`src/rtl/uart_rx_core_pkg.sv`:
```
// Shared definitions for the UART receiver.
//   state_t   : receiver FSM states
//   *_LVL     : serial line levels for start bit, stop bit and idle line
package uart_rx_core_pkg;

  typedef enum logic [2:0] {
    IDLE  = 3'd0,
    START = 3'd1,
    DATA  = 3'd2,
    STOP  = 3'd3,
    BREAK = 3'd4
  } state_t;

  localparam logic START_LVL = 1'b0;
  localparam logic STOP_LVL  = 1'b1;
  localparam logic IDLE_LVL  = 1'b1;

endpackage

```
`src/rtl/uart_baud_tick.sv`:
```
// Bit-period counter producing the sample strobe for the UART receiver.
// The counter restarts from 0 on clear and after every strobe, so the first
// strobe after a clear lands half a bit (half=1) or a full bit (half=0) later.
// Ports:
//   clk    in   clock, rising edge
//   reset  in   asynchronous active-high reset
//   clear  in   restart the bit period (asserted on FSM state changes)
//   half   in   1: strobe after CLKS_PER_BIT/2 cycles, 0: after CLKS_PER_BIT
//   tick   out  sample strobe, combinational from the counter
module uart_baud_tick #(
  parameter int CLKS_PER_BIT = 1
) (
  input  logic clk,
  input  logic reset,
  input  logic clear,
  input  logic half,
  output logic tick
);

  localparam int HALF = CLKS_PER_BIT / 2;
  localparam int CW   = $clog2(CLKS_PER_BIT + 1);

  // Terminal counts: the counter reads k-1 on the k-th edge after a restart.
  localparam logic [CW-1:0] FULL_TC = CW'(CLKS_PER_BIT - 1);
  localparam logic [CW-1:0] HALF_TC = CW'((HALF == 0) ? 0 : HALF - 1);

  logic [CW-1:0] cnt;

  assign tick = (cnt == (half ? HALF_TC : FULL_TC));

  always_ff @(posedge clk or posedge reset) begin
    if (reset) begin
      cnt <= '0;
    end else if (clear || tick) begin
      cnt <= '0;
    end else begin
      cnt <= cnt + CW'(1);
    end
  end

endmodule

```
`src/rtl/uart_rx_core.sv`:
```
// UART 8N1 receiver: deserialises start / DATA_BITS data (LSB first) / stop
// frames from rx_in into data_out. DATA_BITS must be at least 2.
// Ports:
//   clk        in   clock, rising edge
//   reset      in   asynchronous active-high reset
//   rx_in      in   serial input, synchronous to clk, idle high
//   data_out   out  last correctly framed byte
//   rx_done    out  one-cycle pulse when data_out is updated
//   frame_err  out  one-cycle pulse when the stop bit samples 0
//
// state | meaning
// IDLE  | line idle, waiting for a start level
// START | start seen, re-sample at mid-bit to reject glitches
// DATA  | shifting in data bits, one per bit period
// STOP  | waiting for the stop-bit sample
// BREAK | bad stop bit, wait for the line to return high
module uart_rx_core
  import uart_rx_core_pkg::*;
#(
  parameter int CLKS_PER_BIT = 1,
  parameter int DATA_BITS    = 8
) (
  input  logic                 clk,
  input  logic                 reset,
  input  logic                 rx_in,
  output logic [DATA_BITS-1:0] data_out,
  output logic                 rx_done,
  output logic                 frame_err
);

  localparam int HALF = CLKS_PER_BIT / 2;
  localparam int BW   = $clog2(DATA_BITS + 1);
  localparam logic [BW-1:0] LAST_BIT = BW'(DATA_BITS - 1);

  state_t                 state, state_nx;
  logic [BW-1:0]          bit_cnt;
  logic [DATA_BITS-1:0]   shift;
  logic                   tick;
  logic                   state_chg;
  logic                   done_nx;
  logic                   err_nx;

  assign state_chg = (state_nx != state);

  uart_baud_tick #(
    .CLKS_PER_BIT(CLKS_PER_BIT)
  ) u_baud_tick (
    .clk   (clk),
    .reset (reset),
    .clear (state_chg),
    .half  (state == START),
    .tick  (tick)
  );

  always_comb begin
    state_nx = state;
    done_nx  = 1'b0;
    err_nx   = 1'b0;
    case (state)
      IDLE: begin
        // With no half-bit delay the detect edge already confirms the start.
        if (rx_in == START_LVL) state_nx = (HALF == 0) ? DATA : START;
      end
      START: begin
        if (tick) state_nx = (rx_in == START_LVL) ? DATA : IDLE;
      end
      DATA: begin
        if (tick && (bit_cnt == LAST_BIT)) state_nx = STOP;
      end
      STOP: begin
        if (tick) begin
          if (rx_in == STOP_LVL) begin
            state_nx = IDLE;
            done_nx  = 1'b1;
          end else begin
            state_nx = BREAK;
            err_nx   = 1'b1;
          end
        end
      end
      BREAK: begin
        if (rx_in == IDLE_LVL) state_nx = IDLE;
      end
      default: state_nx = IDLE;
    endcase
  end

  always_ff @(posedge clk or posedge reset) begin
    if (reset) begin
      state     <= IDLE;
      bit_cnt   <= '0;
      shift     <= '0;
      data_out  <= '0;
      rx_done   <= 1'b0;
      frame_err <= 1'b0;
    end else begin
      state     <= state_nx;
      rx_done   <= done_nx;
      frame_err <= err_nx;
      if (done_nx) data_out <= shift;
      if (state_chg) begin
        bit_cnt <= '0;
      end else if ((state == DATA) && tick) begin
        bit_cnt <= bit_cnt + BW'(1);
      end
      // LSB arrives first, so shift right and insert at the top.
      if ((state == DATA) && tick) shift <= {rx_in, shift[DATA_BITS-1:1]};
    end
  end

endmodule

```
`config.mk`:
```
export PLATFORM = sky130hd
export DESIGN_NAME = uart_rx_core
export DESIGN_NICKNAME = d
export VERILOG_FILES = /design/src/rtl/uart_rx_core_pkg.sv /design/src/rtl/uart_baud_tick.sv /design/src/rtl/uart_rx_core.sv
export SDC_FILE = /design/constraint.sdc
export NUM_CORES = 1
export LEC_CHECK = 0
export CAP_MARGIN = 20
export CORE_MARGIN = 5
export CORE_UTILIZATION = 25
export DETAILED_ROUTE_END_ITERATION = 8
export DONT_BUFFER_PORTS = 1
export PLACE_DENSITY = 0.46
export REMOVE_ABC_BUFFERS = 1
export SYNTH_ARGS = -nofsm -noshare
export SYNTH_HDL_FRONTEND = slang
export SYNTH_HIERARCHICAL = 1
export SYNTH_SLANG_ARGS = --single-unit
```
`constraint.sdc`:
```
create_clock -name clk -period 4.6 [get_ports clk]
set_clock_uncertainty 0.2 [all_clocks]
set_input_delay 0.46 -clock clk [delete_from_list [all_inputs] [get_ports clk]]
set_output_delay 0.46 -clock clk [all_outputs]
set_load 0.1 [all_outputs]
```
* Word level (Yosys, flattened, before mapping)
Index checks and enable logic that the tools add are counted.
Storage, ports and cells: bits in registers 26, bits of input ports 3, output and inout bits 10, logic and storage cells 38
Operators by class: $add $sub $neg 2, eq/ne operators 6, muxes and demuxes 17, bitwise operators 1, reduce and logical (&&, ||, !) cells 5
Operators with widths (number):
- 3-bit two-way mux | 6
- 3-bit one-hot mux with 5 select lines | 1
- 4-bit two-way mux | 2
- 1-bit two-way mux | 7
- 3-bit by 2-bit == test with 1-bit output, second input constant | 2
- 4-bit by 1-bit adder with 4-bit output, second input constant | 1
- 4-bit by 3-bit == test with 1-bit output, second input constant | 1
- 3-bit by 1-bit == test with 1-bit output, second input constant | 1
- 3-bit == test, second input constant | 1
- 3-bit zero test | 1
- 3-bit != test | 1
- 1-bit logical AND | 2
- 2-bit two-way mux | 1
- 2-bit nonzero test | 1
- 1-bit adder, second input constant | 1
- 1-bit logical OR | 1
- 1-bit NOT | 1

* Longest topological paths before layout
Gate-level depths: netlist (run 1).
depth after elaboration 7, gate-level depth with buffers 5, mapped depth without buffers 4

* Modules after synthesis
Netlist (run 1), hierarchy kept.
By module, submodules not included:
- uart_rx_core | times used 1, cells each 99, area an instance 1158.6 µm², sequential area each 625.6 µm²
- uart_baud_tick | times used 1, cells each 4, area an instance 36.3 µm², sequential area each 25.0 µm²

* Least setup slack after synthesis (run 1)
Ideal clock, no wire load.
kind register -> register, start register bit_cnt[0], end register bit_cnt[3], data arrival time 1.333 ns, data required time 4.313 ns, slack 2.980 ns, stages on the path, launching flop included 5, buffers on the path 0, period minus slack after synthesis 1.620 ns, cell sequence dfrtp_1 -> ha_1 -> and3b_1 -> or4_1 -> a22oi_1
Between the ends: word-level cells in the longest chain between the ends 6, elaborated cells on any way between the ends 9
Ends and longest elaborated chain:
- from (decl) | RTL line uart_rx_core.sv:36 | logic [BW-1:0] bit_cnt;
- from (signal assigned) | RTL line uart_rx_core.sv:104 | bit_cnt <= bit_cnt + BW'(1);
- 4-bit by 3-bit == test with 1-bit output | RTL line uart_rx_core.sv:68 | if (tick && (bit_cnt == LAST_BIT)) state_nx = STOP;
- 1-bit logical AND | RTL line uart_rx_core.sv:68
- 3-bit two-way mux | RTL line uart_rx_core.sv:68
- 3-bit one-hot mux with 5 select lines | RTL line uart_rx_core.sv:59 | case (state)
- 3-bit != test | RTL line uart_rx_core.sv:43 | assign state_chg = (state_nx != state);
- 4-bit two-way mux or 2-bit nonzero test (tied branches)
Several ways; a longest one is shown, not always the timed one. The select of a mux whose other input is x is not followed. A chain may end at the register's enable or synchronous reset.

* Final worst setup path (run 1)
start register data_out[7], end output data_out[7]
RTL lines:
- from (decl) | RTL line uart_rx_core.sv:26 | output logic [DATA_BITS-1:0] data_out,
- from (signal assigned) | RTL line uart_rx_core.sv:100 | if (done_nx) data_out <= shift;
No word-level cell between the ends.

==> metrics.log, run 1 <==
[metrics] Buffers on Ports: 0
[metrics] logic gate share of total power: 0.171
[metrics] aggregate global routing overflow: 0
[metrics] Flop pwr share: 0.622
[metrics] cell internal pwr: 0.503 mW
[metrics] number of buffers inserted by hold repair at cts: 1
[metrics] least setup slack across all paths after layout: 2720 ps
[metrics] pwr dens: 703 nW/um^2
[metrics] final layout net count: 105
[metrics] layout filler cell count: 499
[metrics] number of setup buffers added after CTS: 0
[metrics] required time worst endpoint: 3940 ps
[metrics] level count of the clock H-tree: 1
[metrics] CP arrival: 1220 ps
[metrics] net switching power figure: 0.399 mW
[metrics] result of the run: complete, no violations
[metrics] worst reg2reg endpoint: bit_cnt[3]$_DFFE_PP0P_
[metrics] switching portion of total power: 0.442
[metrics] Hold Path Class: in -> reg
[metrics] post-synthesis to final-layout area growth: 9.28%
[metrics] I/O pin count: 13
[metrics] maximum fanout count along the critical path: 2
[metrics] worst-skew pair later-pin latency: 270 ps
[metrics] Register-to-Register Path Depth: 3
[metrics] setup repair after global routing missed its margin: false
[metrics] summed instance area of the synthesized netlist: 1170 sq um
[metrics] post-CTS resize count: 0
[metrics] max-cap viol count: 0
[metrics] cell depth of the worst hold path: 1
[metrics] total clock buffers created by CTS: 3
[metrics] DIE AREA: 6160 sq um
[metrics] Relative slew margins: 0.379
[metrics] setup TNS after final layout: 0 ps
[metrics] time the final worst path needs with I/O delays and setup: 1880 ps
[metrics] final antenna diode count: 0
[metrics] slack of the worst reg-to-reg path: 2720 ps
[metrics] DP Worst Slack: 2730 ps
[metrics] starting density of the core: 0.254
[metrics] vias in the first global route: 726
[metrics] Avg Cell Area, Syn: 11.7 sq um
[metrics] number of vias per cell: 4.58
[metrics] core outline area: 4630 sq um
[metrics] most used cells in the layout excluding fill and tap cells: dfrtp_1 (26), nand2_1 (24), mux2_4 (8)
[metrics] wire length per cell: 12.5 microns
[metrics] final antenna-violating net count: 0
[metrics] antenna violations before repair: 0
[metrics] Worst R2R Start: state[0]$_DFF_PP0_
[metrics] startpoint of the tightest hold check path: rx_in
[metrics] highest achievable clock rate: 531 MHz
[metrics] chip width: 78.5 microns
[metrics] CP Class: reg -> out
[metrics] worst hold path endpoint: state[2]$_DFF_PP0_
[metrics] First DRT Iteration DRCs: 25
[metrics] Worst setup SP type: flop
[metrics] DRC violation count after routing: 0
[metrics] ratio of cells with drive above 1 in the final layout: 0.150
[metrics] dpl hpwl: 1.29 mm
[metrics] root buffer selected by CTS: clkbuf_8
[metrics] clock-pin slew reported for the worst setup and hold paths after clock tree synthesis: 90 ps
[metrics] vias: 705
[metrics] share of the cycle needed by the critical path after routing: 0.409
[metrics] Crit. End Element: output port
[metrics] standard-cell rows: 25
[metrics] global-route usage over all layers: 0.0680
[metrics] slew at the pin with the worst max-slew slack: 930 ps
[metrics] buffer depth of the longest clock path: 2
[metrics] die height: 78.5 microns
[metrics] final weighted congestion of routability-driven global placement: 0.759
[metrics] router iterations before antenna repair: 4
[metrics] hold violation count in the final report: 0
[metrics] power share of the clock group: 0.206
[metrics] maximum number of pins on one net before global-route repair: 26
[metrics] first-pass GRT wire length: 3.31 mm
[metrics] number of warnings printed during yosys synthesis: 6
[metrics] final setup violation count: 0
[metrics] gate count of the mapped netlist: 100
[metrics] Worst VDD drop: 0.172 mV
[metrics] clock tree from TritonCTS: yes
[metrics] sum of routed wire length over all layers: 1.93 mm
[metrics] final number of max-transition violations: 0
[metrics] commonest non-fill, non-tap cell in the layout: dfrtp_1
[metrics] Static Leakage: 0.645 nW
[metrics] number of sinks on the clock net: 26
-- power groups by stage --
stage / clock network (mW) / logic [mW] / registers (mW)
floorplan: 0 / 0.134 / 0.547
global placement: 0 / 0.153 / 0.566
detailed placement: 0 / 0.156 / 0.567
global route: 0.205 / 0.181 / 0.572
finish: 0.186 / 0.154 / 0.561
CTS: 0.195 / 0.158 / 0.562
-- state kept, by name, indices dropped and copies added (netlist names) --
signal	cells
frame_err	1
state	3
rx_done	1
shift	8
data_out	8
bit_cnt	4
u_baud_tick/cnt	1
-- final cells by class --
class	count	area, sq um	area share
repair buffers	1	10.0	0.00780
multi-input cells	63	460	0.359
clock buffers	3	41.3	0.0322
clock inverters	1	30.0	0.0234
inverters	6	22.5	0.0176
flip-flops and latches	26	651	0.507
well taps	54	67.6	0.0527
-- through the flow --
stage               cell area [sq um]  std cells  power, mW  hold WS, ps  utilization
floorplan                        1130         95      0.681        -11.3            -
global placement                 1200        149      0.719        -10.3        0.259
detailed placement               1200        149      0.723        -8.35        0.259
CTS                              1280        154      0.915         31.1        0.277
global route                     1280        154      0.958         26.2        0.277
finish                           1280        154      0.902         43.6        0.277
-- worst max path at each step --
stage                                          to  slack [ps]  depth (start not counted)               startpoint
after floorplan            bit_cnt[3]$_DFFE_PP0P_        2880                          3       state[0]$_DFF_PP0_
after global placement    data_out[2]$_DFFE_PP0P_        2740                          3       state[1]$_DFF_PP0_
after detailed placement   bit_cnt[3]$_DFFE_PP0P_        2730                          3       state[0]$_DFF_PP0_
after CTS                             data_out[2]        2700                          0  data_out[2]$_DFFE_PP0P_
after global routing       bit_cnt[3]$_DFFE_PP0P_        2580                          3       state[0]$_DFF_PP0_
final                                 data_out[7]        2720                          0  data_out[7]$_DFFE_PP0P_
-- per-layer routing --
metal / track usage / vias to the layer above / part of all wire
li1: - / 341 / -
met2: 0.115 / 11 / 0.47
met3: 0.0229 / 4 / 0.044
met4: 0.0385 / 0 / 0.022
met5: 0 / - / 0
met1: 0.0742 / 349 / 0.47
No activity file was read; power rests on OpenSTA's default activity.
==> inputs of run 2 (changes only) <==
- clock period: 4.6 -> 1.75 ns (I/O delays scaled with it)
==> run 2 against run 1 <==
First-iteration DRC count up 72%. Critical path depth grew 4. Routed wire length increased by 6.6%. Largest power group is now combinational logic.
==> metrics.log, run 2 (same netlist as run 1, synthesis figures left out) <==
[metrics] level count of the clock H-tree: 1 (unchanged)
[metrics] wire length per cell: 11.8 microns (-5.6%)
[metrics] buffers plus inverters on the worst setup path: 2
[metrics] number of sinks on the clock net: 26 (unchanged)
[metrics] standard-cell rows: 25 (unchanged)
[metrics] delay contributed by the slowest stage of the critical path: 610 ps
[metrics] core outline area: 4630 sq um (unchanged)
[metrics] die height: 78.5 microns (unchanged)
[metrics] number of vias per cell: 4.28 (-6.5%)
[metrics] I/O pin count: 13 (unchanged)
[metrics] antenna violations before repair: 0 (unchanged)
[metrics] maximum fanout count along the critical path: 9 (+7)
[metrics] most used cells in the layout excluding fill and tap cells: dfrtp_1 (26), nand2_1 (24), buf_4 (19)
[metrics] placed standard-cell area: 1340 sq um (+12%)
[metrics] CP arrival: 1640 ps (+420 ps)
[metrics] Buffers on Ports: 0 (unchanged)
[metrics] highest achievable clock rate: 592 MHz
[metrics] first-pass GRT wire length: 3.51 mm (+6.1%)
[metrics] DRC violation count after routing: 0 (unchanged)
[metrics] result of the run: complete, no violations
[metrics] total clock buffers created by CTS: 3 (unchanged)
[metrics] cell with the biggest individual delay on the critical path: dlygate4sd3_1
[metrics] final layout net count: 125 (+19%)
[metrics] commonest non-fill, non-tap cell in the layout: dfrtp_1
[metrics] root buffer selected by CTS: clkbuf_8
[metrics] final number of max-transition violations: 0 (unchanged)
[metrics] dpl hpwl: 1.55 mm (+20%)
[metrics] setup repair after global routing missed its margin: false
[metrics] worst-skew pair later-pin latency: 260 ps (about the same)
[metrics] setup TNS after final layout: 0 ps (unchanged)
[metrics] hold violation count in the final report: 0 (unchanged)
[metrics] clock tree from TritonCTS: yes
[metrics] number of setup buffers added after CTS: 0 (unchanged)
[metrics] post-synthesis to final-layout area growth: 22.9%
[metrics] share of the cycle needed by the critical path after routing: 0.965
[metrics] Worst VDD drop: 0.461 mV (+170%)
[metrics] gate family responsible for the most delay along the worst path: buffers and inverters
[metrics] First DRT Iteration DRCs: 43 (+72%)
[metrics] maximum number of pins on one net before global-route repair: 26 (unchanged)
[metrics] Static Leakage: 0.745 nW (+15%)
[metrics] critical path, cell by cell: dlygate4sd3_1 -> inv_1 -> or2_2 -> mux2_4
[metrics] buffer depth of the longest clock path: 2 (unchanged)
[metrics] vias: 745 (+5.7%)
[metrics] final antenna-violating net count: 0 (unchanged)
[metrics] required time worst endpoint: 1700 ps (-2240 ps)
[metrics] max-cap viol count: 0 (unchanged)
[metrics] global-route usage over all layers: 0.0727 (+0.00469)
[metrics] chip width: 78.5 microns (unchanged)
[metrics] Hold Path Class: in -> async
[metrics] CP Class: in -> reg
[metrics] DIE AREA: 6160 sq um (unchanged)
[metrics] largest registers: data_out x8, shift x8, bit_cnt x4
[metrics] router iterations before antenna repair: 4 (unchanged)
[metrics] final design area excluding fillers: 1440 sq um (+12%)
[metrics] aggregate global routing overflow: 0 (unchanged)
[metrics] final weighted congestion of routability-driven global placement: 0.791 (+4.2%)
[metrics] pwr dens: 1760 nW/um^2 (+150%)
[metrics] Worst setup SP type: input port
[metrics] time the final worst path needs with I/O delays and setup: 1690 ps
[metrics] starting density of the core: 0.254 (unchanged)
[metrics] vias in the first global route: 776 (+6.9%)
[metrics] Crit. End Element: flop
[metrics] clock-pin slew reported for the worst setup and hold paths after clock tree synthesis: 80 ps (about the same)
[metrics] final antenna diode count: 0 (unchanged)
[metrics] final setup violation count: 0 (unchanged)
[metrics] Pwr Total: 2.54 mW (+180%)
[metrics] ratio of cells with drive above 1 in the final layout: 0.308 (+0.158)
[metrics] sum of routed wire length over all layers: 2.06 mm (+6.6%)
run 2: repair_timing:
action,CTS,global route
hold buffers,2,0
resized for setup,0,3
hold endpoints to repair,34,0
endpoints found under the setup margin,0,9
run 2: layout make-up:
class	count	area (sq um)
clock buffer	3	41.3
clock inverter	1	30.0
fill	473	3190
inverter	6	22.5
multi-input combinational	63	468
sequential	26	651
tap	54	67.6
timing repair buffer	21	163
run 2: routing by layer:
metal  wire, microns  track usage  up-vias
li1                -            -      377
met1             839       0.0794      354
met2            1110        0.129       12
met3              73       0.0149        2
met4              29       0.0420        0
met5               0            0        -
run 2: power breakdown:
part           internal [mW]  total [mW]  switching (mW)
combinational          0.356        1.11           0.751
sequential             0.803       0.949           0.146
clock                  0.306       0.484           0.178
run 2: stage by stage:
step                      setup WS [ps]  cells  hold WS [ps]  utilization
after global routing               1.93    174          10.5        0.312
after global placement             85.2    168          -295        0.290
final                              60.9    174          5.70        0.312
after detailed placement           43.7    168          -294        0.290
after CTS                          12.2    174          4.10        0.310
after floorplan                    33.5     95          -296            -
run 2: worst paths after layout:
kind / start / end / slack [ps] / cells past startpoint
setup / recovery: rx_in / data_out[6]$_DFFE_PP0P_ / 60 / 4
hold / removal: reset / u_baud_tick/cnt$_DFF_PP0_ / 6 / 2
setup reg to reg: state[2]$_DFF_PP0_ / data_out[6]$_DFFE_PP0P_ / 80 / 3
hold reg to reg: shift[0]$_DFFE_PP0P_ / shift[0]$_DFFE_PP0P_ / 290 / 2
max in group asynchronous: reset / shift[5]$_DFFE_PP0P_ / 880 / 3
min in group clk: rx_in / bit_cnt[3]$_DFFE_PP0P_ / 160 / 3
